<file path="src/rtl/apb_reg_slave_if.sv">
// apb_reg_slave_if: APB bus bundle between a master and apb_reg_slave.
interface apb_reg_slave_if #(
    parameter int ADDR_WIDTH = 8,
    parameter int DATA_WIDTH = 32
);
    logic [ADDR_WIDTH-1:0]   paddr;
    logic                    psel;
    logic                    penable;
    logic                    pwrite;
    logic [DATA_WIDTH-1:0]   pwdata;
    logic [DATA_WIDTH/8-1:0] pstrb;
    logic                    pready;
    logic [DATA_WIDTH-1:0]   prdata;
    logic                    pslverr;
    modport master (
        output paddr, psel, penable, pwrite, pwdata, pstrb,
        input  pready, prdata, pslverr
    );
    modport slave (
        input  paddr, psel, penable, pwrite, pwdata, pstrb,
        output pready, prdata, pslverr
    );
endinterface

</file>
<file path="src/rtl/apb_reg_slave.sv">
// apb_reg_slave: APB register file with wait states, byte strobes,
// read-only hardware-fed registers and per-register write strobes.
module apb_reg_slave #(
    parameter int                    ADDR_WIDTH  = 8,
    parameter int                    DATA_WIDTH  = 32,
    parameter int                    NUM_REGS    = 8,
    parameter int                    WAIT_STATES = 0,
    parameter logic [NUM_REGS-1:0]   RO_MASK     = '0,
    parameter logic [DATA_WIDTH-1:0] RESET_VAL   = '0
) (
    input  logic                           clk,
    input  logic                           reset,
    apb_reg_slave_if.slave                 apb,
    input  logic [NUM_REGS*DATA_WIDTH-1:0] reg_in,
    output logic [NUM_REGS*DATA_WIDTH-1:0] reg_out,
    output logic [NUM_REGS-1:0]            wr_pulse
);
    localparam int NB = DATA_WIDTH / 8;
    localparam int AL = $clog2(NB);
    localparam logic [ADDR_WIDTH-1:0] LO_MASK = ADDR_WIDTH'((1 << AL) - 1);
    typedef enum logic {IDLE, ACCESS} state_t;
    state_t                  state_q, state_d;
    logic [3:0]              cnt_q, cnt_d;
    logic [DATA_WIDTH-1:0]   regs_q [NUM_REGS];
    logic [DATA_WIDTH-1:0]   regs_d [NUM_REGS];
    logic [NUM_REGS-1:0]     wr_pulse_q, wr_pulse_d;
    logic [ADDR_WIDTH-1:0]   idx;
    logic                    in_range, hit_ro, err, ready, commit;
    logic [DATA_WIDTH-1:0]   rd_val;

    assign idx      = apb.paddr >> AL;
    assign in_range = {1'b0, idx} < (ADDR_WIDTH+1)'(NUM_REGS);
    assign ready    = state_q == ACCESS && apb.psel && apb.penable && cnt_q == 4'(WAIT_STATES);
    assign err      = !in_range || |(apb.paddr & LO_MASK) || (apb.pwrite && hit_ro);
    assign commit   = ready && apb.pwrite && !err;

    assign apb.pready  = ready;
    assign apb.pslverr = ready && err;
    assign apb.prdata  = (ready && !apb.pwrite && !err) ? rd_val : '0;
    assign wr_pulse    = wr_pulse_q;

    always_comb begin
        hit_ro = 1'b0;
        rd_val = '0;
        for (int i = 0; i < NUM_REGS; i++)
            if (idx == ADDR_WIDTH'(i)) begin
                hit_ro = RO_MASK[i];
                rd_val = RO_MASK[i] ? reg_in[i*DATA_WIDTH +: DATA_WIDTH] : regs_q[i];
            end
    end

    // psel falling before pready abandons the transfer without committing
    always_comb begin
        state_d = state_q;
        cnt_d   = cnt_q;
        if (state_q == IDLE) begin
            if (apb.psel && !apb.penable) begin
                state_d = ACCESS;
                cnt_d   = '0;
            end
        end else if (!apb.psel || ready)
            state_d = IDLE;
        else if (apb.penable)
            cnt_d = cnt_q + 4'd1;
    end

    always_comb begin
        for (int i = 0; i < NUM_REGS; i++) begin
            regs_d[i]     = regs_q[i];
            wr_pulse_d[i] = commit && idx == ADDR_WIDTH'(i);
            for (int k = 0; k < NB; k++)
                if (wr_pulse_d[i] && apb.pstrb[k]) regs_d[i][k*8 +: 8] = apb.pwdata[k*8 +: 8];
        end
    end

    always_ff @(posedge clk or negedge reset)
        if (!reset) begin
            state_q    <= IDLE;
            cnt_q      <= '0;
            wr_pulse_q <= '0;
            for (int i = 0; i < NUM_REGS; i++) regs_q[i] <= RESET_VAL;
        end else begin
            state_q    <= state_d;
            cnt_q      <= cnt_d;
            wr_pulse_q <= wr_pulse_d;
            for (int i = 0; i < NUM_REGS; i++) regs_q[i] <= regs_d[i];
        end

    for (genvar i = 0; i < NUM_REGS; i++) begin : g_out
        assign reg_out[i*DATA_WIDTH +: DATA_WIDTH] = RO_MASK[i] ? reg_in[i*DATA_WIDTH +: DATA_WIDTH] : regs_q[i];
    end
endmodule

</file>
<file path="src/flat_wrapper.sv">
// flat-port wrapper written by rule: the top's interface ports become plain ports
module apb_reg_slave_flat 
#(
    parameter int                    ADDR_WIDTH  = 8,
    parameter int                    DATA_WIDTH  = 32,
    parameter int                    NUM_REGS    = 8,
    parameter int                    WAIT_STATES = 0,
    parameter logic [NUM_REGS-1:0]   RO_MASK     = '0,
    parameter logic [DATA_WIDTH-1:0] RESET_VAL   = '0
)
  (clk, reset, reg_in, reg_out, wr_pulse, apb_paddr, apb_psel, apb_penable, apb_pwrite, apb_pwdata, apb_pstrb, apb_pready, apb_prdata, apb_pslverr);
  apb_reg_slave_if #(.ADDR_WIDTH(ADDR_WIDTH), .DATA_WIDTH(DATA_WIDTH)) apb_i ();
  input  logic clk;
  input  logic reset;
  input  logic [NUM_REGS*DATA_WIDTH-1:0] reg_in;
  output logic [NUM_REGS*DATA_WIDTH-1:0] reg_out;
  output logic [NUM_REGS-1:0] wr_pulse;
  input wire logic [$bits(apb_i.paddr)-1:0] apb_paddr;
  input wire logic [$bits(apb_i.psel)-1:0] apb_psel;
  input wire logic [$bits(apb_i.penable)-1:0] apb_penable;
  input wire logic [$bits(apb_i.pwrite)-1:0] apb_pwrite;
  input wire logic [$bits(apb_i.pwdata)-1:0] apb_pwdata;
  input wire logic [$bits(apb_i.pstrb)-1:0] apb_pstrb;
  output wire logic [$bits(apb_i.pready)-1:0] apb_pready;
  output wire logic [$bits(apb_i.prdata)-1:0] apb_prdata;
  output wire logic [$bits(apb_i.pslverr)-1:0] apb_pslverr;
  assign apb_i.paddr = apb_paddr;
  assign apb_i.psel = apb_psel;
  assign apb_i.penable = apb_penable;
  assign apb_i.pwrite = apb_pwrite;
  assign apb_i.pwdata = apb_pwdata;
  assign apb_i.pstrb = apb_pstrb;
  assign apb_pready = apb_i.pready;
  assign apb_prdata = apb_i.prdata;
  assign apb_pslverr = apb_i.pslverr;
  apb_reg_slave #(.ADDR_WIDTH(ADDR_WIDTH), .DATA_WIDTH(DATA_WIDTH), .NUM_REGS(NUM_REGS), .WAIT_STATES(WAIT_STATES), .RO_MASK(RO_MASK), .RESET_VAL(RESET_VAL)) u_core (.clk(clk), .reset(reset), .apb(apb_i), .reg_in(reg_in), .reg_out(reg_out), .wr_pulse(wr_pulse));
endmodule
</file>
<file path="config.mk">
export PLATFORM = sky130hd
export DESIGN_NAME = apb_reg_slave_flat
export DESIGN_NICKNAME = d
export VERILOG_FILES = /design/src/rtl/apb_reg_slave_if.sv /design/src/rtl/apb_reg_slave.sv /design/src/flat_wrapper.sv
export SDC_FILE = /design/constraint.sdc
export NUM_CORES = 1
export LEC_CHECK = 0
export ABC_CLOCK_PERIOD_IN_PS = 3700
export CAP_MARGIN = 20
export CORE_AREA = 2 2 236 238
export DETAILED_ROUTE_END_ITERATION = 8
export DIE_AREA = 0 0 238 240
export PLACE_DENSITY_LB_ADDON = 0.15
export SYNTH_ARGS = -nofsm -noshare
export SYNTH_HDL_FRONTEND = slang
export SYNTH_SLANG_ARGS = --single-unit
</file>
<file path="constraint.sdc">
create_clock -name clk -period 3.7 [get_ports clk]
set_input_delay 0.37 -clock clk [delete_from_list [all_inputs] [get_ports clk]]
set_output_delay 0.37 -clock clk [all_outputs]
set_load 0.02 [all_outputs]
</file>
---- Yosys cells after proc, flatten, opt, wreduce, memory -nomap -nowiden ----
Index checks and enable logic that the tools add are counted.
storage, ports and cells
  word-level logic and storage cells ...... 123
  bits in registers ....................... 269
  output and inout bits ................... 298
  input bits .............................. 305
operators by class
  equality and inequality tests ........... 9
  mux-type cells .......................... 16
  add/sub/neg operators ................... 1
  magnitude comparators ................... 1
  reduce and logical (&&, ||, !) cells .... 61
operator list
  cell                 number
  $mux 32              9
  $logic_and 1x1->1    49
  $eq 6x3->1 const B   4
  $mux 4               4
  $eq 6x2->1 const B   2
  $logic_not 8->1      1
  $eq 6x1->1 const B   1
  $lt 6x4->1 const B   1
  $logic_not 1->1      5
  $add 4x1->4 const B  1
  $logic_not 4->1      1
  $ne 2x2->1 const B   2
  $mux 1               3
  $reduce_and 3->1     1
  $logic_or 1x1->1     2
  $reduce_bool 2->1    1
  $reduce_or 2->1      1

---- Logic depth before layout (Yosys ltp) ----
  depth in word-level cells ............... 10
  depth in mapped cells ................... 10
  gate-level depth less buffers ........... 7

---- Worst setup path before layout ----
Ideal clock, no wire load.
  path type ............................... in2out
  from .................................... input apb_paddr[2]
  to ...................................... output apb_prdata[11]
  stages .................................. 6
  path buffers ............................ 2
  data required time ...................... 3,330 ps
  path slack .............................. 1,253 ps
  data arrival time ....................... 2,077 ps
  path through ............................ buf_2 -> buf_1 -> mux4_2 -> nand2_1 -> nand3_1 -> a32o_1
on the way
  longest elaborated chain between the ends .. 10
  elaborated cells between the ends (all ways) .. 22
  classes of those cells .................. order compare: 1; eq/ne: 7; mux: 9; reduce/logical: 5
RTL lines
  what                   line                 RTL
  start, declared        flat_wrapper.sv:18   input wire logic [$bits(apb_i.paddr)-1:0] apb_paddr;
  $logic_not 8->1        apb_reg_slave.sv:46  if (idx == ADDR_WIDTH'(i)) begin
  $mux 32 (8 in series)  apb_reg_slave.sv:46
  $mux 32 (*)            apb_reg_slave.sv:39  assign apb.prdata = (ready && !apb.pwrite && !err) ? rd_val : '0;
  end, declared          flat_wrapper.sv:25   output wire logic [$bits(apb_i.prdata)-1:0] apb_prdata;
Every way passes the cells marked *; elsewhere a longest branch is shown, timed or not.

---- Worst setup path in the final report ----
  from .................................... register u_core.state_q
  to ...................................... output apb_prdata[24]
on the way
  longest elaborated chain between the ends .. 6
RTL lines
  what                             line                 RTL
  start, declared                  apb_reg_slave.sv:22  state_t state_q, state_d;
  start signal, assigned           apb_reg_slave.sv:83  state_q <= state_d;
  $logic_and 1x1->1 (3 in series)  apb_reg_slave.sv:33  assign ready = state_q == ACCESS && apb.psel && apb.penable && cnt_q == 4'(WAIT_STATES);
  $logic_and 1x1->1 (2 in series)  apb_reg_slave.sv:39
  $mux 32                          apb_reg_slave.sv:39
No other way between the ends.

==> run metrics <==
Final Hold Fails=0; Mapped Cells=872; Crit path max-delay family=buffers and inverters; Post-synth EDFFs=0; Req. time, crit path=3.33 ns; Die X=238 µm; #FFs+latches synth=269; Mapped Avg Cell Area=14.3 µm²; PortBufs=346; setup violators final=0; Final nets=1567; pre-CTS setup slack=0.134 ns; via count=9241; RSZ-0062 raised after global routing=false; switching part of the total=24.4%; Via density=4.65; fmax=286 MHz; worst setup margin=0.202 ns; clock network fraction of design power=47.6%; CP Max Fanout=19; max incr delay on CP=0.61 ns; Worst-path clk slew=0.06 ns; Arrival @ worst endpoint=3.13 ns; commonest non-fill, non-tap cell in the layout=clkdlybuf4s50_1; all-layer global routing usage=17.9%; FP Rows=86; first-pass GRT wire length=73800 µm; MaxCap Viol Count=0; post-route setup TNS=0 ns; DR pass1 iterations=4; final RePlAce weighted congestion=0.800; Starting Density=22.9%; Layout Utilization=33.2%; initial antenna violation count=1; I/O pins=603; PD cells=364 nW/µm²; outcome=finished, final reports clean; Critical Path Sink Type=primary output; clk sinks=269; Buf+Inv Stages, Crit Path=2; Die H=240 µm; global route overflow=0; NetSw=0.00161 W; WL final=51300 µm; DRC errors left=0; layout cells sized above 1=33.2%; Yosys cell types=46; die area=57100 µm²; total core area=54700 µm²; minimum clock period=3.50 ns; Clock Path Buffers=3; worst clock skew=0.00917 ns; Pleak=8.00 nW; wire per inst=25.8 µm; Netlist Area Pre-Place=12500 µm²; logic gate share of total power=7.0%; Fill cells=5454; internal cell power=0.00500 W; Slew headroom=26.0%; fraction of the yosys area taken by sequential cells=53.8%; Ys Warns=0; htree depth=2; slowest cell on the critical path=clkdlybuf4s50_1; Antenna Nets Post-Route=0; Slew @ Worst Pin=1.11 ns; fraction of registers with async set/reset=100%; most frequent cells in the layout=clkdlybuf4s50_1 (339), dfrtp_1 (269), mux2_2 (249); syn nets=1179; CTS buffer count=34; hold slack=0.272 ns; largest net degree at the start of global routing=98; Root Driver=clkbuf_16; Final Cycle Share=94.5%; Critical Setup Path Class=register to primary output; DRT iter0 DRCs=446; Area growth, synth to finish=45.3%; predominant post-synthesis flop cell=dfrtp_1; Placed Cells=1927; final cell count without fillers=1986; Final Max Slew Viols=0; CP startpoint kind=register; Antenna Cells=0; VDD IR max=0.000252 V; Hold Crit Class=input port to register; share of power burned in registers=45.4%; Critical Path, Cell by Cell=and3b_1 > and4_1 > and2_1 > buf_6 > a32o_1 > clkdlybuf4s50_1; Worst-Skew Late Latency=0.53 ns; CTS tree=done; dpl hpwl=35900 µm; vias in the first global route=9847
==> metal layers <==
metal  part of all wire [%]  global-route usage, %
met5                  0.021                      0
met1                     45                   24.4
met3                    9.7                   7.07
met4                    1.3                   3.01
met2                     44                   27.0
==> power by group through the flow <==
| stage | clock, W | sequential (W) | combinational (W) |
|---|---|---|---|
| 2_1_floorplan | 0 | 0.00305 | 0.000202 |
| 3_3_place_gp | 0 | 0.00305 | 0.000471 |
| 3_5_place_dp | 0 | 0.00305 | 0.000471 |
| 4_1_cts | 0.00327 | 0.00300 | 0.000473 |
| 5_1_grt | 0.00339 | 0.00300 | 0.000508 |
| 6_report | 0.00315 | 0.00300 | 0.000463 |
==> state kept, by name (all words and copies together), names as in the netlist <==
name,flops
u_core.state_q,1
u_core.reg_out,256
u_core.cnt_q,4
u_core.wr_pulse,8
==> cells by family after synthesis <==
family	Yosys count	synth area share (%)
AO/OA/AOI/OAI	81	5.30
AND/OR/NAND/NOR	173	9.14
multiplexers	300	30.0
flip-flops	269	53.8
buffers and inverters	47	1.56
adder cells (fa/ha/maj)	2	0.200
==> final timing paths <==
kind                       cells past startpoint           startpoint             endpoint  slack (ns)
max                                            6       u_core.state_q       apb_prdata[24]        0.20
max reg2reg                                    5       u_core.state_q  u_core.reg_out[139]        1.13
min in group asynchronous                      2                reset  u_core.reg_out[179]        0.49
min                                            2         apb_paddr[3]   u_core.wr_pulse[0]        0.27
max in group asynchronous                      3                reset  u_core.reg_out[251]        2.22
min reg2reg                                    1  u_core.reg_out[240]  u_core.reg_out[240]        0.53
==> through the flow <==
stage                     cell area [µm²]  power (W)
after floorplan                     12500    0.00325
after global placement              17100    0.00352
after detailed placement            17100    0.00352
after CTS                           18200    0.00674
after global routing                18200    0.00690
final                               18200    0.00661
==> area by class of cell <==
cell class | instances | area, µm² | share of cell area, %
flip-flops and latches | 269 | 6730 | 37.1
multi-input cells | 556 | 5610 | 30.9
repair buffers | 394 | 3890 | 21.4
clock buffers | 55 | 1010 | 5.58
well taps | 704 | 881 | 4.85
inverters | 5 | 18.8 | 0.103
clock inverters | 3 | 15.0 | 0.0827
==> cells in the mapped netlist, types with 7 or more instances <==
library cell | instances | share of area (%)
nand2_1 | 43 | 1.3
o21ai_0 | 11 | 0.44
mux4_2 | 33 | 5.9
nand3_1 | 49 | 2.0
nor3_4 | 9 | 1.2
a21oi_1 | 8 | 0.32
nor2_1 | 12 | 0.36
o22a_1 | 23 | 1.6
a32o_1 | 23 | 1.8
o221ai_1 | 7 | 0.49
mux2_2 | 249 | 22
clkbuf_1 | 22 | 0.66
nor3_2 | 9 | 0.72
nand4_1 | 8 | 0.40
nor2_4 | 12 | 1.1
dfrtp_1 | 269 | 54
buf_2 | 14 | 0.56
mux2_1 | 14 | 1.3
==> what timing repair did <==
action                                  CTS  global route
hold endpoints to repair                 93             0
setup buffers                             0             0
hold buffers                              1             0
gates cloned                              0             0
resized for setup                         1             1
endpoints found under the setup margin    9            15
(Power assumes the default switching activity.)
